$ cat src/rtl/serial_add_ctrl_if.sv
// Request/result bundle between a control unit and the bit-serial adder controller.
interface serial_add_ctrl_if #(
  parameter int WIDTH = 8
);
  logic             start;
  logic             sub;
  logic [WIDTH-1:0] a;
  logic [WIDTH-1:0] b;
  logic             c_in;
  logic             busy;
  logic             done;
  logic [WIDTH-1:0] result;
  logic             c_out;
  logic             ovf;

  modport master (
    output start, sub, a, b, c_in,
    input  busy, done, result, c_out, ovf
  );

  modport slave (
    input  start, sub, a, b, c_in,
    output busy, done, result, c_out, ovf
  );
endinterface

$ cat src/rtl/serial_add_ctrl.sv
// Bit-serial adder/subtractor controller: one bit pair per clock through a
// single full adder cell, LSB first, carry kept in a register.
//
// state | meaning
// IDLE  | waiting for start; last result, c_out and ovf held
// RUN   | shifting one bit pair per clock through the full adder
// DONE  | one-cycle done pulse; start here is accepted back-to-back

module serial_add_fa (
  input  logic x,
  input  logic y,
  input  logic ci,
  output logic s,
  output logic co
);
  assign s  = x ^ y ^ ci;
  assign co = (x & y) | (ci & (x ^ y));
endmodule

module serial_add_ctrl #(
  parameter int WIDTH = 8
) (
  input logic            clk,
  input logic            rst,
  serial_add_ctrl_if.slave bus
);
  localparam int CW = (WIDTH > 1) ? $clog2(WIDTH) : 1;
  localparam logic [CW-1:0] LAST = CW'(WIDTH - 1);

  typedef enum logic [1:0] {
    IDLE = 2'd0,
    RUN  = 2'd1,
    DONE = 2'd2
  } state_t;

  state_t           state;
  logic [WIDTH-1:0] sh_a;
  logic [WIDTH-1:0] sh_b;
  logic [WIDTH-1:0] res_q;
  logic [CW-1:0]    cnt;
  logic             carry_q;
  logic             busy_q;
  logic             done_q;
  logic             cout_q;
  logic             ovf_q;
  logic             fa_s;
  logic             fa_co;

  serial_add_fa u_fa (
    .x  (sh_a[0]),
    .y  (sh_b[0]),
    .ci (carry_q),
    .s  (fa_s),
    .co (fa_co)
  );

  // Sequencer: operand latch, serial shift, final carry/overflow capture.
  always_ff @(posedge clk or posedge rst) begin
    if (rst) begin
      state   <= IDLE;
      sh_a    <= '0;
      sh_b    <= '0;
      res_q   <= '0;
      cnt     <= '0;
      carry_q <= 1'b0;
      busy_q  <= 1'b0;
      done_q  <= 1'b0;
      cout_q  <= 1'b0;
      ovf_q   <= 1'b0;
    end else begin
      case (state)
        RUN: begin
          sh_a    <= sh_a >> 1;
          sh_b    <= sh_b >> 1;
          res_q   <= {fa_s, res_q[WIDTH-1:1]};
          carry_q <= fa_co;
          if (cnt == LAST) begin
            // carry_q here is the carry into the MSB, fa_co the carry out of it
            cout_q <= fa_co;
            ovf_q  <= carry_q ^ fa_co;
            busy_q <= 1'b0;
            done_q <= 1'b1;
            state  <= DONE;
          end else begin
            cnt <= cnt + 1'b1;
          end
        end
        default: begin
          done_q <= 1'b0;
          if (bus.start) begin
            // subtraction is a + ~b + 1, so the carry-in is forced high
            sh_a    <= bus.a;
            sh_b    <= bus.sub ? ~bus.b : bus.b;
            carry_q <= bus.sub | bus.c_in;
            cnt     <= '0;
            busy_q  <= 1'b1;
            state   <= RUN;
          end else begin
            state <= IDLE;
          end
        end
      endcase
    end
  end

  assign bus.busy   = busy_q;
  assign bus.done   = done_q;
  assign bus.result = res_q;
  assign bus.c_out  = cout_q;
  assign bus.ovf    = ovf_q;
endmodule

$ cat src/flat_wrapper.sv
// flat-port wrapper written by rule: the top's interface ports become plain ports
module serial_add_ctrl_flat 
#(
  parameter int WIDTH = 8
)
  (clk, rst, bus_start, bus_sub, bus_a, bus_b, bus_c_in, bus_busy, bus_done, bus_result, bus_c_out, bus_ovf);
  serial_add_ctrl_if #(.WIDTH(WIDTH)) bus_i ();
  input logic clk;
  input logic rst;
  input wire logic [$bits(bus_i.start)-1:0] bus_start;
  input wire logic [$bits(bus_i.sub)-1:0] bus_sub;
  input wire logic [$bits(bus_i.a)-1:0] bus_a;
  input wire logic [$bits(bus_i.b)-1:0] bus_b;
  input wire logic [$bits(bus_i.c_in)-1:0] bus_c_in;
  output wire logic [$bits(bus_i.busy)-1:0] bus_busy;
  output wire logic [$bits(bus_i.done)-1:0] bus_done;
  output wire logic [$bits(bus_i.result)-1:0] bus_result;
  output wire logic [$bits(bus_i.c_out)-1:0] bus_c_out;
  output wire logic [$bits(bus_i.ovf)-1:0] bus_ovf;
  assign bus_i.start = bus_start;
  assign bus_i.sub = bus_sub;
  assign bus_i.a = bus_a;
  assign bus_i.b = bus_b;
  assign bus_i.c_in = bus_c_in;
  assign bus_busy = bus_i.busy;
  assign bus_done = bus_i.done;
  assign bus_result = bus_i.result;
  assign bus_c_out = bus_i.c_out;
  assign bus_ovf = bus_i.ovf;
  serial_add_ctrl #(.WIDTH(WIDTH)) u_core (.clk(clk), .rst(rst), .bus(bus_i));
endmodule
$ cat config.mk
export PLATFORM = sky130hd
export DESIGN_NAME = serial_add_ctrl_flat
export DESIGN_NICKNAME = d
export VERILOG_FILES = /design/src/rtl/serial_add_ctrl_if.sv /design/src/rtl/serial_add_ctrl.sv /design/src/flat_wrapper.sv
export SDC_FILE = /design/constraint.sdc
export NUM_CORES = 1
export LEC_CHECK = 0
export BUFFER_PORTS_ARGS = -buffer_cell sky130_fd_sc_hd__buf_2
export CAP_MARGIN = 20
export CORE_AREA = 2 2 60 62
export DETAILED_ROUTE_END_ITERATION = 10
export DIE_AREA = 0 0 62 64
export PLACE_DENSITY = 0.78
export SYNTH_ARGS = -nofsm -noshare
export SYNTH_HDL_FRONTEND = slang
export SYNTH_SLANG_ARGS = --single-unit
$ cat constraint.sdc
create_clock -name clk -period 1.2 [get_ports clk]
set_input_delay 0.06 -clock clk [delete_from_list [all_inputs] [get_ports clk]]
set_output_delay 0.06 -clock clk [all_outputs]
set_load 0.02 [all_outputs]
==> results of run 1 <==
## stage by stage
step / hold slack, ns / worst slack, ns / TNS [ns] / cell area, sq um / utilization, %
4_1_cts: 0.000828 / -0.220 / -0.681 / 1900 / 57.8
3_3_place_gp: 0.160 / -0.153 / -0.427 / 1800 / 54.9
3_5_place_dp: 0.183 / -0.217 / -0.701 / 1800 / 54.9
5_1_grt: 0.000760 / -0.272 / -0.931 / 1970 / 60.0
2_1_floorplan: 0.189 / -0.123 / -0.302 / 1550 / -
6_report: 0.00939 / -0.214 / -0.669 / 1970 / 60.0
## state kept, by name (all words and copies together), names as in the netlist
signal / flops
u_core.bus.result: 8
u_core.sh_b: 8
u_core.cnt: 3
u_core.bus.c_out: 1
u_core.carry_q: 1
u_core.bus.ovf: 1
u_core.sh_a: 8
u_core.state: 2
u_core.bus.busy: 1
## how the worst max path moves through the flow
stage	slack, ns	to	start	depth (start not counted)
4_1_cts	-0.22	u_core.cnt[0]	u_core.cnt[0]	5
6_report	-0.21	u_core.cnt[0]	u_core.cnt[1]	5
3_5_place_dp	-0.22	u_core.cnt[0]	u_core.cnt[1]	5
3_3_place_gp	-0.15	u_core.cnt[0]	u_core.cnt[1]	5
2_1_floorplan	-0.12	u_core.cnt[0]	u_core.cnt[1]	5
5_1_grt	-0.27	u_core.cnt[0]	u_core.cnt[0]	5
## cell families (layout without fill, tap and decap cells)
kind of cell | count (synthesis) | after routing
mux | 17 | 17
simple gates | 50 | 50
xor+xnor | 9 | 9
buf+inv | 9 | 57
compound gates | 23 | 23
fa+ha+maj | 4 | 4
flops | 33 | 33
## placed cells by master, fill, tap and decap left out, types with 3 or more instances in the layout
| master | instances |
|---|---|
| clkbuf_1 | 3 |
| buf_2 | 32 |
| mux2i_1 | 15 |
| nand2_1 | 40 |
| o21ai_0 | 16 |
| dfrtp_1 | 33 |
| buf_4 | 11 |
| nor2_1 | 3 |
| clkbuf_4 | 5 |
| ha_4 | 3 |
| xor2_1 | 7 |
## critical path, stage by stage, from the launching register on
cell      delay (ns)
dfrtp_1         0.42
ha_4            0.18
ha_4            0.15
nand3b_1        0.18
o21ai_2         0.11
mux2_4          0.26
## layout make-up
type | count | area share (%)
Clock buffer | 8 | 2.48
Inverter | 1 | 0.190
Multi-Input combinational cell | 103 | 35.9
Sequential cell | 33 | 41.9
Tap cell | 46 | 2.92
Timing Repair Buffer | 48 | 16.6
## power by group through the flow
| stage | logic (mW) | registers, mW | clock network, mW |
|---|---|---|---|
| final | 2.33 | 1.90 | 0.585 |
| after global routing | 2.62 | 1.95 | 0.670 |
| after CTS | 2.12 | 1.89 | 0.602 |
| after detailed placement | 2.02 | 1.91 | 0 |
| after global placement | 1.91 | 1.88 | 0 |
| after floorplan | 1.16 | 2.08 | 0 |
## routing by layer
metal	track usage, %	vias to the layer above	wire length, um
li1	-	572	-
met1	20.0	554	1310
met2	26.6	31	1520
met3	6.68	7	197
met4	7.18	0	54
met5	0	-	0
## timing repair
action	4_1_cts	5_1_grt
hold buffers	2	0
endpoints found under the hold margin	34	0
buffers inserted	2	2
endpoints found under the setup margin	7	8
pin swaps	4	2
gates resized for setup	4	5
gates cloned	0	1
==> impl_metrics.toml, run 1 <==
[timing]
period_share_pct = 118
rsz0062_at_grt = "yes"
max-slew-margin-rel_pct = 72.5
skew_ns = 0.0116
worst_pin_slew_ns = 0.412
final.setup.worst_slack_ns = -0.214
setup_violations = 4
finalHoldViolCount = 0
max_freq_mhz = 707
period_minus_slack_ns = 1.41
maxSlewViolCount = 0

[cts]
htreeDepth = 2
cts.sinks = 33
cts_buffer_depth = 2
cts_tree = "built"
clkTransAtPathRegs_ns = 0.10
clkLatencyLatePin_ns = 0.34
cts_root_buffer = "clkbuf_4"
cts_buffers = 5

[logic_synthesis]
syn_inst = 145
synth_top_area_cell = "dfrtp_1"
yosysWarnings = 0
ys.flop_type = "dfrtp_1"
synth.avg_cell_area_sq_um = 10.5
synth-seq-cells = 33
ys_seq_area_share_pct = 54.2
synth_compound_area_share_pct = 8.05
synthTopCellsByArea = "dfrtp_1 (54%), mux2i_1 (9.9%), nand2_1 (9.9%)"
synth_edf_count = 0
synthAdderAreaFrac_pct = 3.78
yosysTopAreaCellShare_pct = 54.2
synthTopCellsByCount = "nand2_1 (40), dfrtp_1 (33), o21ai_0 (16), mux2i_1 (15), xor2_1 (7)"
netlist-cell-type-count = 22
synth_top_family_by_area = "simple AND/OR/NAND/NOR gates"
syn_area_sq_um = 1520
synthMostInstantiatedCell = "nand2_1"
synth.area.mux_share_pct = 11.3
synth-xor-area-share_pct = 5.17
async_flop_share_pct = 100
synth_fp_nets = 170
yosys.area_share.simple_pct = 13.7

[placement]
place_hpwl_um = 2130
globalplace.congestion = 0.753
io_buffers = 32
dp.cells = 224

[power]
powerDensity_nw_per_um2 = 2440
p_int_mw = 2.94
switching_share_pct = 38.9
p_comb_share_pct = 48.3
ir_drop_mv = 0.954
p_seq_share_pct = 39.5
p_sw_mw = 1.87
fin_total_pwr_mw = 4.81
p_clk_share_pct = 12.1
leakage_nw = 1.01

[layout]
n_antenna_cell = 0
num-fill-cells = 293
layout-drive-gt1-share_pct = 32.1
layout.nets = 217
regArea_sq_um = 826
multi_input_area_sq_um = 707
area_growth_pct = 29.3
final_cells = 239

[setup_path]
reg2reg_depth = 5
cp-end-kind = "flip-flop"
cp.required_ns = 1.43
cp.arrival_ns = 1.64
critPathMaxFanout = 4
critPathKind = "flip-flop to flip-flop"
r2r-start = "u_core.cnt[1]"
r2r-end = "u_core.cnt[0]"
rrSetupSlack_ns = -0.21
start_kind = "flip-flop"

[die]
die_area_sq_um = 3970
dieWidth_um = 62
fp-row-count = 21
num_io_pins = 33
start_util_pct = 46.4
core-area_sq_um = 3280
die_y_um = 64

[global_routing]
grt_use_total_pct = 16.9
grt_max_degree = 34
grt_pass1_vias = 1101
grt_pass1_wl_um = 4900
antenna_found_initial = 0
gr-total-overflow = 0

[hold_path]
hold_depth = 3
hold_start = "bus_a[0]"
holdPathEnd = "u_core.sh_a[0]"
hold_class = "input pin to flip-flop"

[routing]
dr.pass1.iters = 4
via_per_inst = 4.87
post_drt_wl_per_cell_um = 12.9
remaining_drc_errors = 0
drt_iter0_markers = 39
num_vias = 1164
drtAntennaViolNets = 0
wirelength_um = 3080

[flow_run]
drv_cap = 0

[run_status]
status = "complete, but fails checks"
violations = "negative setup slack"
Note: power is estimated with default switching activity, not from simulation.
==> inputs of run 2 (changes only) <==
--- a/config.mk
+++ b/config.mk
@@ -10,7 +10,9 @@
 export CORE_AREA = 2 2 60 62
 export DETAILED_ROUTE_END_ITERATION = 10
 export DIE_AREA = 0 0 62 64
+export GPL_TIMING_DRIVEN = 1
 export PLACE_DENSITY = 0.78
 export SYNTH_ARGS = -nofsm -noshare
 export SYNTH_HDL_FRONTEND = slang
 export SYNTH_SLANG_ARGS = --single-unit
+export TNS_END_PERCENT = 50
==> constraint.sdc (replaced) <==
create_clock -name clk -period 1.2 [get_ports clk]
set_input_delay 0.06 -clock clk [delete_from_list [all_inputs] [get_ports clk]]
set_output_delay 0.06 -clock clk [all_outputs]
set_load 0.1 [all_outputs]
==> run 2 against run 1 <==
Net effect:
- the run ends with negative hold slack, negative setup slack left
- highest routed layer unchanged
- via count up 7.6%
- largest power group unchanged
- clock power grew 24%
- largest cell class unchanged
- global-route usage rose by 0.90 points
- maximum frequency about the same
- worst hold slack got worse by 0.026 ns
==> impl_metrics.toml, run 2 (synthesis results as in run 1) <==
[layout]
n_antenna_cell = 0
final_common_cell = "dfrtp_1"
layout-drive-gt1-share_pct = 45.8
num-fill-cells = 251
final_cell_area_sq_um = 2280
layout.nets = 227
area_growth_pct = 49.6
post-route-util_pct = 69.4
final_cell_mix = "dfrtp_1 (32), nand2_1 (30), buf_4 (22), buf_2 (20), mux2i_1 (15)"
multi_input_area_sq_um = 783
regArea_sq_um = 830

[cts]
cts_tree = "built"
clkLatencyLatePin_ns = 0.35
cts_buffers = 5
cts_root_buffer = "clkbuf_4"
clkTransAtPathRegs_ns = 0.10
htreeDepth = 2
cts.sinks = 33
cts_buffer_depth = 2

[setup_path]
start_kind = "flip-flop"
critPathMaxFanout = 3
cp.arrival_ns = 1.66
cp.required_ns = 1.44
cp-end-kind = "flip-flop"
critPathKind = "flip-flop to flip-flop"

[power]
p_int_mw = 3.80
powerDensity_nw_per_um2 = 3180
p_seq_share_pct = 27.5
p_sw_mw = 3.45
leakage_nw = 1.15
switching_share_pct = 47.6
p_comb_share_pct = 62.5
ir_drop_mv = 1.39
p_clk_share_pct = 10.0

[timing]
worst_pin_slew_ns = 0.406
max_freq_mhz = 708
finalHoldViolCount = 2
setup_violations = 30
max-slew-margin-rel_pct = 72.9
skew_ns = 0.0124
period_share_pct = 118
maxSlewViolCount = 0
tns_ns = -2.30
hold_slack_ns = -0.0164
rsz0062_at_grt = "yes"
period_minus_slack_ns = 1.41
final.setup.worst_slack_ns = -0.213

[die]
start_util_pct = 46.4
num_io_pins = 33
die_area_sq_um = 3970
core-area_sq_um = 3280
die_y_um = 64
fp-row-count = 21
dieWidth_um = 62

[global_routing]
grt_pass1_wl_um = 5160
gr-total-overflow = 0
grt_max_degree = 34
met1_usage_pct = 24.5
grt_use_total_pct = 17.8
use_met3_pct = 4.45
grt-busiest-layer = "met2"
grt_pass1_vias = 1112
grtUsageMet2_pct = 26.0
antenna_found_initial = 0

[run_status]
status = "complete, but fails checks"
violations = "negative hold slack, negative setup slack"

[routing]
wirelength_um = 3780
drtAntennaViolNets = 0
post_drt_wl_per_cell_um = 15.2
num_vias = 1252
drt_iter0_markers = 67
remaining_drc_errors = 0
via_per_inst = 5.03
dr.pass1.iters = 4

[placement]
place_ws_ns = -0.199
place_area_sq_um = 1800
place_hpwl_um = 2130
io_buffers = 32
globalplace.congestion = 0.694

[flow_run]
drv_cap = 0

[hold_path]
hold_class = "input pin to flip-flop"
==> run 2: final timing paths <==
path,from,end,slack (ns),cells after the start
max,u_core.cnt[0],u_core.cnt[0],-0.21,5
min,bus_a[5],u_core.sh_a[5],-0.02,3
max reg2reg,u_core.cnt[0],u_core.cnt[0],-0.21,5
min reg2reg,u_core.sh_b[2],u_core.sh_b[1],0.50,2
max in group asynchronous,rst,u_core.state[1],0.53,4
min in group asynchronous,rst,u_core.bus.result[2],0.33,4
==> run 2: per-layer routing <==
layer | share of wire, % | up-vias
met5 | 0 | -
met4 | 1.7 | 0
met1 | 44 | 611
met3 | 5.6 | 6
li1 | - | 595
met2 | 49 | 40
==> run 2: final cells by class <==
type,instances,share of cell area (%)
Clock buffer,7,2.85
Sequential cell,33,36.4
Inverter,1,0.165
Tap cell,46,2.52
Clock inverter,1,0.220
Multi-Input combinational cell,103,34.4
Timing Repair Buffer,58,23.5
==> run 2: critical path, stage by stage, from the launching register on <==
cell,delay (ns)
dfrtp_1,0.43
ha_4,0.18
ha_4,0.15
nand3b_1,0.18
o21ai_2,0.11
mux2_4,0.26
==> run 2: power by group through the flow <==
stage	sequential, mW	combinational [mW]	clock (mW)
after floorplan	3.12	1.14	0
after global placement	1.87	2.94	0
after detailed placement	1.91	3.04	0
after CTS	1.91	3.42	0.730
after global routing	2.05	4.81	0.788
final	2.00	4.54	0.724
==> run 2: repair_timing <==
item / in CTS / in global routing
cloned: 1 / 5
hold buffers: 3 / 0
resized for setup: 19 / 42
hold endpoints to repair: 35 / 0
buffers inserted: 2 / 6
endpoints found under the setup margin: 23 / 26
pin swaps: 3 / 15
==> run 2: per-stage QoR <==
stage	std cells	hold WS, ns	power [mW]
after floorplan	145	0.189	4.26
final	249	-0.0164	7.26
after CTS	239	0.00224	6.06
after global placement	225	0.164	4.81
after global routing	249	-0.00730	7.65
after detailed placement	225	0.172	4.96
